[src/rtl/timing_window_if.sv]
// Per-channel start/abort/config bus and strobe/status returns for timing_window_mc.
interface timing_window_if #(
    parameter int unsigned NUM_CH = 4,
    parameter int unsigned LAT_W  = 8,
    parameter int unsigned WID_W  = 4
);
    logic [NUM_CH-1:0]       start;
    logic [NUM_CH-1:0]       abort;
    logic [NUM_CH*LAT_W-1:0] cfg_lat;
    logic [NUM_CH*WID_W-1:0] cfg_wid;
    logic [NUM_CH-1:0]       strobe;
    logic [NUM_CH-1:0]       busy;
    logic [NUM_CH-1:0]       done;
    logic [NUM_CH-1:0]       drop;

    modport master (
        output start, abort, cfg_lat, cfg_wid,
        input  strobe, busy, done, drop
    );

    modport slave (
        input  start, abort, cfg_lat, cfg_wid,
        output strobe, busy, done, drop
    );
endinterface

[src/rtl/timing_window_mc.sv]
// NUM_CH independent delay/width strobe generators with done, drop,
// abort, retrigger policy and back-to-back window support.
module timing_window_mc #(
    parameter int unsigned NUM_CH = 4,
    parameter int unsigned LAT_W  = 8,
    parameter int unsigned WID_W  = 4,
    parameter int unsigned RETRIG = 0
) (
    input  logic             clk,
    input  logic             rst_n,
    timing_window_if.slave   tw
);
    typedef enum logic [1:0] {
        S_IDLE   = 2'd0,
        S_DELAY  = 2'd1,
        S_STROBE = 2'd2
    } state_e;

    state_e             state_q   [NUM_CH];
    logic [LAT_W-1:0]   lat_cnt_q [NUM_CH];
    logic [WID_W-1:0]   wid_cnt_q [NUM_CH];
    logic [NUM_CH-1:0]  strobe_q;
    logic [NUM_CH-1:0]  busy_q;
    logic [NUM_CH-1:0]  done_q;
    logic [NUM_CH-1:0]  drop_q;

    logic [LAT_W-1:0]   lat_ld_c  [NUM_CH];
    logic [WID_W-1:0]   wid_ld_c  [NUM_CH];
    logic [NUM_CH-1:0]  lat_zero_c;
    logic [NUM_CH-1:0]  last_c;
    logic [NUM_CH-1:0]  accept_c;

    // Counters load value-1 so the terminal count is 0; a width of 0 behaves as 1.
    always_comb begin
        lat_zero_c = '0;
        last_c     = '0;
        accept_c   = '0;
        for (int i = 0; i < NUM_CH; i++) begin
            lat_ld_c[i] = '0;
            wid_ld_c[i] = '0;
            if (tw.cfg_lat[i*LAT_W +: LAT_W] != '0)
                lat_ld_c[i] = tw.cfg_lat[i*LAT_W +: LAT_W] - LAT_W'(1);
            if (tw.cfg_wid[i*WID_W +: WID_W] != '0)
                wid_ld_c[i] = tw.cfg_wid[i*WID_W +: WID_W] - WID_W'(1);
            lat_zero_c[i] = (tw.cfg_lat[i*LAT_W +: LAT_W] == '0);
            last_c[i]     = (state_q[i] == S_STROBE) && (wid_cnt_q[i] == '0);
            accept_c[i]   = tw.start[i] &&
                            ((state_q[i] == S_IDLE) || last_c[i] || (RETRIG != 0));
        end
    end

    always_ff @(posedge clk or negedge rst_n) begin
        if (!rst_n) begin
            for (int i = 0; i < NUM_CH; i++) begin
                state_q[i]   <= S_IDLE;
                lat_cnt_q[i] <= '0;
                wid_cnt_q[i] <= '0;
            end
            strobe_q <= '0;
            busy_q   <= '0;
            done_q   <= '0;
            drop_q   <= '0;
        end else begin
            done_q <= '0;
            drop_q <= '0;
            for (int i = 0; i < NUM_CH; i++) begin
                if (tw.abort[i]) begin
                    state_q[i]   <= S_IDLE;
                    lat_cnt_q[i] <= '0;
                    wid_cnt_q[i] <= '0;
                    strobe_q[i]  <= 1'b0;
                    busy_q[i]    <= 1'b0;
                end else if (accept_c[i]) begin
                    state_q[i]   <= lat_zero_c[i] ? S_STROBE : S_DELAY;
                    lat_cnt_q[i] <= lat_ld_c[i];
                    wid_cnt_q[i] <= wid_ld_c[i];
                    strobe_q[i]  <= lat_zero_c[i];
                    busy_q[i]    <= 1'b1;
                    done_q[i]    <= last_c[i];
                end else begin
                    // Only a busy channel can get here with start set.
                    drop_q[i] <= tw.start[i];
                    case (state_q[i])
                        S_DELAY: begin
                            if (lat_cnt_q[i] == '0) begin
                                state_q[i]  <= S_STROBE;
                                strobe_q[i] <= 1'b1;
                            end else begin
                                lat_cnt_q[i] <= lat_cnt_q[i] - LAT_W'(1);
                            end
                        end
                        S_STROBE: begin
                            if (wid_cnt_q[i] == '0) begin
                                state_q[i]  <= S_IDLE;
                                strobe_q[i] <= 1'b0;
                                busy_q[i]   <= 1'b0;
                                done_q[i]   <= 1'b1;
                            end else begin
                                wid_cnt_q[i] <= wid_cnt_q[i] - WID_W'(1);
                            end
                        end
                        default: ;
                    endcase
                end
            end
        end
    end

    assign tw.strobe = strobe_q;
    assign tw.busy   = busy_q;
    assign tw.done   = done_q;
    assign tw.drop   = drop_q;
endmodule

[src/flat_wrapper.sv]
// flat-port wrapper written by rule: the top's interface ports become plain ports
module timing_window_mc_flat 
#(
    parameter int unsigned NUM_CH = 4,
    parameter int unsigned LAT_W  = 8,
    parameter int unsigned WID_W  = 4,
    parameter int unsigned RETRIG = 0
)
  (clk, rst_n, tw_start, tw_abort, tw_cfg_lat, tw_cfg_wid, tw_strobe, tw_busy, tw_done, tw_drop);
  timing_window_if #(.NUM_CH(NUM_CH), .LAT_W(LAT_W), .WID_W(WID_W)) tw_i ();
  input  logic clk;
  input  logic rst_n;
  input wire logic [$bits(tw_i.start)-1:0] tw_start;
  input wire logic [$bits(tw_i.abort)-1:0] tw_abort;
  input wire logic [$bits(tw_i.cfg_lat)-1:0] tw_cfg_lat;
  input wire logic [$bits(tw_i.cfg_wid)-1:0] tw_cfg_wid;
  output wire logic [$bits(tw_i.strobe)-1:0] tw_strobe;
  output wire logic [$bits(tw_i.busy)-1:0] tw_busy;
  output wire logic [$bits(tw_i.done)-1:0] tw_done;
  output wire logic [$bits(tw_i.drop)-1:0] tw_drop;
  assign tw_i.start = tw_start;
  assign tw_i.abort = tw_abort;
  assign tw_i.cfg_lat = tw_cfg_lat;
  assign tw_i.cfg_wid = tw_cfg_wid;
  assign tw_strobe = tw_i.strobe;
  assign tw_busy = tw_i.busy;
  assign tw_done = tw_i.done;
  assign tw_drop = tw_i.drop;
  timing_window_mc #(.NUM_CH(NUM_CH), .LAT_W(LAT_W), .WID_W(WID_W), .RETRIG(RETRIG)) u_core (.clk(clk), .rst_n(rst_n), .tw(tw_i));
endmodule
[config.mk]
export PLATFORM = sky130hd
export DESIGN_NAME = timing_window_mc_flat
export DESIGN_NICKNAME = d
export VERILOG_FILES = /design/src/rtl/timing_window_if.sv /design/src/rtl/timing_window_mc.sv /design/src/flat_wrapper.sv
export SDC_FILE = /design/constraint.sdc
export NUM_CORES = 1
export LEC_CHECK = 0
export CAP_MARGIN = 20
export CORE_MARGIN = 2
export CORE_UTILIZATION = 55
export DETAILED_ROUTE_END_ITERATION = 8
export GPL_ROUTABILITY_DRIVEN = 0
export GPL_TIMING_DRIVEN = 0
export PLACE_DENSITY = 0.86
export REMOVE_ABC_BUFFERS = 1
export SKIP_CTS_REPAIR_TIMING = 1
export SLEW_MARGIN = 5
export SYNTH_ARGS = -nofsm -noshare
export SYNTH_HDL_FRONTEND = slang
export SYNTH_SLANG_ARGS = --single-unit
export TNS_END_PERCENT = 5
[constraint.sdc]
create_clock -name clk -period 3.6 [get_ports clk]
set_input_delay 1.08 -clock clk [delete_from_list [all_inputs] [get_ports clk]]
set_output_delay 1.08 -clock clk [all_outputs]
set_load 0.02 [all_outputs]
==> results by group <==
Clock network
  – Clock-pin slew reported for the worst setup and hold paths after clock tree synthesis: 0.07 ns
  – Clock latency reported for the late side of the worst-skew pair: 0.34 ns
  – Number of buffers added by the clock tree synthesis step: 9
  – Clock Sinks: 68
  – Buffer cell driving the clock tree root: sky130_fd_sc_hd__clkbuf_8
  – Deepest clock path buffer count: 2
  – Clock tree from TritonCTS: built
  – H-tree levels: 3

Detailed routing
  – Routed wl met2: 6950 um
  – Routed len/inst: 16.5 um
  – Vias per inst: 6.47
  – Total Routed Length: 13700 um
  – First drt pass iteration count: 5
  – Starting DRC count in detailed routing: 254
  – Number of nets with antenna violations after routing: 0
  – Via count: 5376
  – Detailed-route wire length on metal 1: 5990 um
  – Number of remaining DRC errors: 0
  – Total met3 wirelength after detailed routing: 659 um
  – Top layer reached by signal wires: met4

Run
  – Max Cap Viol: 0

Pwr
  – Switching part of the total: a little over two fifths
  – Internal Power: roughly 0.0021 W
  – Reported leakage power: 2.65 nW
  – Net load switching power: about 0.0016 W
  – Combinational group share of total power: 50.6%
  – Ratio of total power to cell area: about 580 nW/um^2
  – Peak supply drop: 0.000304 V
  – Proportion of power drawn by the clock network: 16.2%
  – Sequential Power Share: 33.2%
  – Total power draw: 0.00374 W

Die
  – Area inside the core boundary: 9680 um^2
  – Die Footprint: 10700 um^2
  – Horizontal extent of the die: 104 um
  – Die Y-Extent: around 100 um
  – Number of cell rows: 36
  – Initial core utilization: 56.4%
  – I/O pins: 74

Layout
  – Number of antenna diodes: 0
  – Share of cells above drive strength 1: 6.59%
  – Utilization after layout: 66.4%
  – Number of nets in the final layout: ~780
  – Non-filler instance count after layout: 831
  – Layout-stage area growth over the synthesis result: 17.8%

Critical path
  – Nature of the critical path endpoint: flip-flop
  – First element of the critical path: tw_cfg_lat[16]
  – Critical path required time: 3.87 ns
  – Endpoint of the worst register-to-register path: u_core.wid_cnt_q[5]
  – Critical Setup Path Class: in2reg
  – Worst R2R Start: u_core.wid_cnt_q[4]
  – Arrival time of the worst setup path: between 3 and 4 ns
  – Launching element type of the critical path: input pin
  – Worst-path fanout max: 6
  – Number of cell instances on the worst register-to-register path: 7
  – Setup slack, reg-to-reg: 1.00 ns

Place
  – Cell Count Post-Placement: 815
  – PortBufs: 73
  – Worst setup slack after placement: between 0.15 and 0.2 ns
  – Total half-perimeter wirelength after legalization and detailed placement: 10000 um

Worst hold path
  – Hold Crit Class: reg2reg
  – Hold Path End: u_core.tw.busy[0]
  – WHS Path Cells: 1
  – HP Start: u_core.tw.busy[0]

STA
  – Max-slew violation count: 0
  – Final period demand of the worst path: 3.10 ns
  – Final Hold Fails: 0
  – Total of endpoints with negative setup slack in the final report: 0
  – Setup TNS after final layout: 0 ns
  – Setup repair after global routing missed its margin: false
  – Post-route fraction of the period consumed by the critical path: 86.0%
  – Fin Clk Skew: about 0.011 ns
  – Pin slew with the least headroom to its limit: between 0.8 and 0.9 ns
  – Fmax: 323 MHz
  – Headroom to the max-slew limit: between 40 and 50%
  – Min setup slack post-route: around 0.50 ns

Global routing
  – Largest net degree at the start of global routing: between 60 and 70
  – Number of antenna violations at the first check in global routing: 0
  – Overflow after GRT: 0
  – Wire length of the first global-routing pass: 23600 um
  – Via count of the first global-routing pass: roughly 5200
  – Global routing usage summed across all routing layers: 25.8%

Logic synthesis
  – Synthesized area per cell: 8.63 um^2
  – Yosys warns: 0
  – Most used flip-flop cell after synthesis: sky130_fd_sc_hd__dfrtp_1
  – Unique masters post-synth: 77
  – Yosys reg bits: 68
  – Synthesized cell area: ~5500 um^2
  – Number of enable flip-flop cells after synthesis: 0
  – Synthesized netlist cell count: 633
  – Sequential-to-total area share from yosys stat: 31.2%
  – Share of flip-flops with an asynchronous set or reset after synthesis: 100%

Run status
  – Result of the run: finished clean
-- layout make-up --
type	instances	area, um^2
multi-input combinational	481	3420
fill	782	3250
sequential	68	1700
timing repair buffer	75	741
inverter	59	221
tap	133	166
clock buffer	13	149
clock inverter	2	35.0
-- Yosys cell counts, types with 4 or more instances --
library cell	instances	area share, %
sky130_fd_sc_hd__dfrtp_1	68	31
sky130_fd_sc_hd__inv_1	58	4.0
sky130_fd_sc_hd__a21oi_1	47	4.3
sky130_fd_sc_hd__nor2_1	45	3.1
sky130_fd_sc_hd__nor3_1	29	2.7
sky130_fd_sc_hd__ha_1	24	5.5
sky130_fd_sc_hd__or3_1	20	2.3
sky130_fd_sc_hd__mux2i_1	18	3.3
sky130_fd_sc_hd__nand2_1	17	1.2
sky130_fd_sc_hd__nor3b_1	17	2.3
sky130_fd_sc_hd__o21ai_0	17	1.6
sky130_fd_sc_hd__clkbuf_1	14	0.96
sky130_fd_sc_hd__nor2b_1	14	1.6
sky130_fd_sc_hd__nor4_1	14	1.6
sky130_fd_sc_hd__a211o_1	13	2.1
sky130_fd_sc_hd__a211oi_1	13	1.8
sky130_fd_sc_hd__a22o_1	12	1.9
sky130_fd_sc_hd__nand2b_1	11	1.3
sky130_fd_sc_hd__o2bb2ai_1	11	1.8
sky130_fd_sc_hd__o211ai_1	10	1.4
sky130_fd_sc_hd__or4_1	10	1.4
sky130_fd_sc_hd__nand3_1	9	0.82
sky130_fd_sc_hd__o32ai_1	8	1.3
sky130_fd_sc_hd__mux2_2	7	1.4
sky130_fd_sc_hd__or3b_2	6	0.96
sky130_fd_sc_hd__xnor2_1	6	0.96
sky130_fd_sc_hd__nand4_1	5	0.57
sky130_fd_sc_hd__o22ai_1	5	0.57
sky130_fd_sc_hd__o31a_1	5	0.80
sky130_fd_sc_hd__o31ai_1	5	0.69
sky130_fd_sc_hd__a21boi_0	4	0.55
sky130_fd_sc_hd__a32oi_1	4	0.64
sky130_fd_sc_hd__and3_1	4	0.46
sky130_fd_sc_hd__buf_4	4	0.55
sky130_fd_sc_hd__nor4b_1	4	0.64
sky130_fd_sc_hd__or4b_1	4	0.73
-- per-layer routing --
metal | GRT usage, % | up-vias
li1 | - | 2539
met1 | 33.4 | 2640
met2 | 44.4 | 182
met3 | 4.34 | 15
met4 | 7.82 | 0
met5 | 0 | -
-- worst max path at each step --
stage                           end  depth (start not counted)  slack [ns]
6_report       u_core.lat_cnt_q[14]                          7        0.50
5_1_grt        u_core.lat_cnt_q[22]                          7        0.40
4_1_cts        u_core.lat_cnt_q[14]                          7        0.53
3_5_place_dp   u_core.lat_cnt_q[14]                          7        0.16
3_3_place_gp   u_core.lat_cnt_q[16]                          1       -0.80
2_1_floorplan  u_core.lat_cnt_q[22]                          6        0.84
-- cells by family after synthesis --
group,synth area share (%)
xor gates and xnor gates,1.12
muxes,4.74
adders and majority gates,5.50
DFF,31.2
buffers and inverters,6.26
AOI/OAI and AO/OA,27.3
and+or+nand+nor,23.9
-- layout by cell type, fill, tap and decap left out, types with 7 or more instances in the layout --
cell type and count:
sky130_fd_sc_hd__nor2b_1 14, sky130_fd_sc_hd__dfrtp_1 68, sky130_fd_sc_hd__inv_1 58, sky130_fd_sc_hd__o32ai_1 8, sky130_fd_sc_hd__nand2_1 17, sky130_fd_sc_hd__nor4_1 14, sky130_fd_sc_hd__clkbuf_8 10, sky130_fd_sc_hd__or4_1 10
sky130_fd_sc_hd__o21ai_0 17, sky130_fd_sc_hd__mux2_2 7, sky130_fd_sc_hd__a211oi_1 13, sky130_fd_sc_hd__or3_1 20, sky130_fd_sc_hd__a22o_1 12, sky130_fd_sc_hd__nor3b_1 17, sky130_fd_sc_hd__ha_1 24, sky130_fd_sc_hd__nor3_1 29
sky130_fd_sc_hd__nand3_1 9, sky130_fd_sc_hd__clkdlybuf4s50_1 72, sky130_fd_sc_hd__o2bb2ai_1 11, sky130_fd_sc_hd__a21oi_1 47, sky130_fd_sc_hd__o211ai_1 10, sky130_fd_sc_hd__nand2b_1 11, sky130_fd_sc_hd__a211o_1 13, sky130_fd_sc_hd__mux2i_1 18
sky130_fd_sc_hd__nor2_1 45
-- state kept, by name (all words and copies together) (netlist names) --
| signal | cells |
|---|---|
| u_core.tw.drop | 4 |
| u_core.wid_cnt_q | 16 |
| u_core.tw.busy | 4 |
| u_core.lat_cnt_q | 32 |
| u_core.tw.done | 4 |
| u_core.state_q | 8 |
-- power by group through the flow --
stage | clock network (W) | logic, W | registers (W)
after floorplan | 0 | 0.00135 | 0.00120
after detailed placement | 0 | 0.00184 | 0.00124
after global placement | 0 | 0.00175 | 0.00122
final | 0.000606 | 0.00189 | 0.00124
after CTS | 0.000617 | 0.00186 | 0.00123
after global routing | 0.000655 | 0.00211 | 0.00127
-- metrics by stage --
step	area (um^2)	hold slack, ns
floorplan	5340	0.489
global placement	6240	0.511
detailed placement	6240	0.525
CTS	6430	0.539
global route	6430	0.561
finish	6430	0.534
-- worst max-delay path, cell delays in order --
cell	delay [ns]
sky130_fd_sc_hd__clkdlybuf4s50_1	0.51
sky130_fd_sc_hd__inv_1	0.10
sky130_fd_sc_hd__ha_1	0.22
sky130_fd_sc_hd__or4b_4	0.51
sky130_fd_sc_hd__or4b_1	0.51
sky130_fd_sc_hd__a211oi_1	0.30
sky130_fd_sc_hd__a211o_1	0.15
Power figures use the tool's default switching activity.
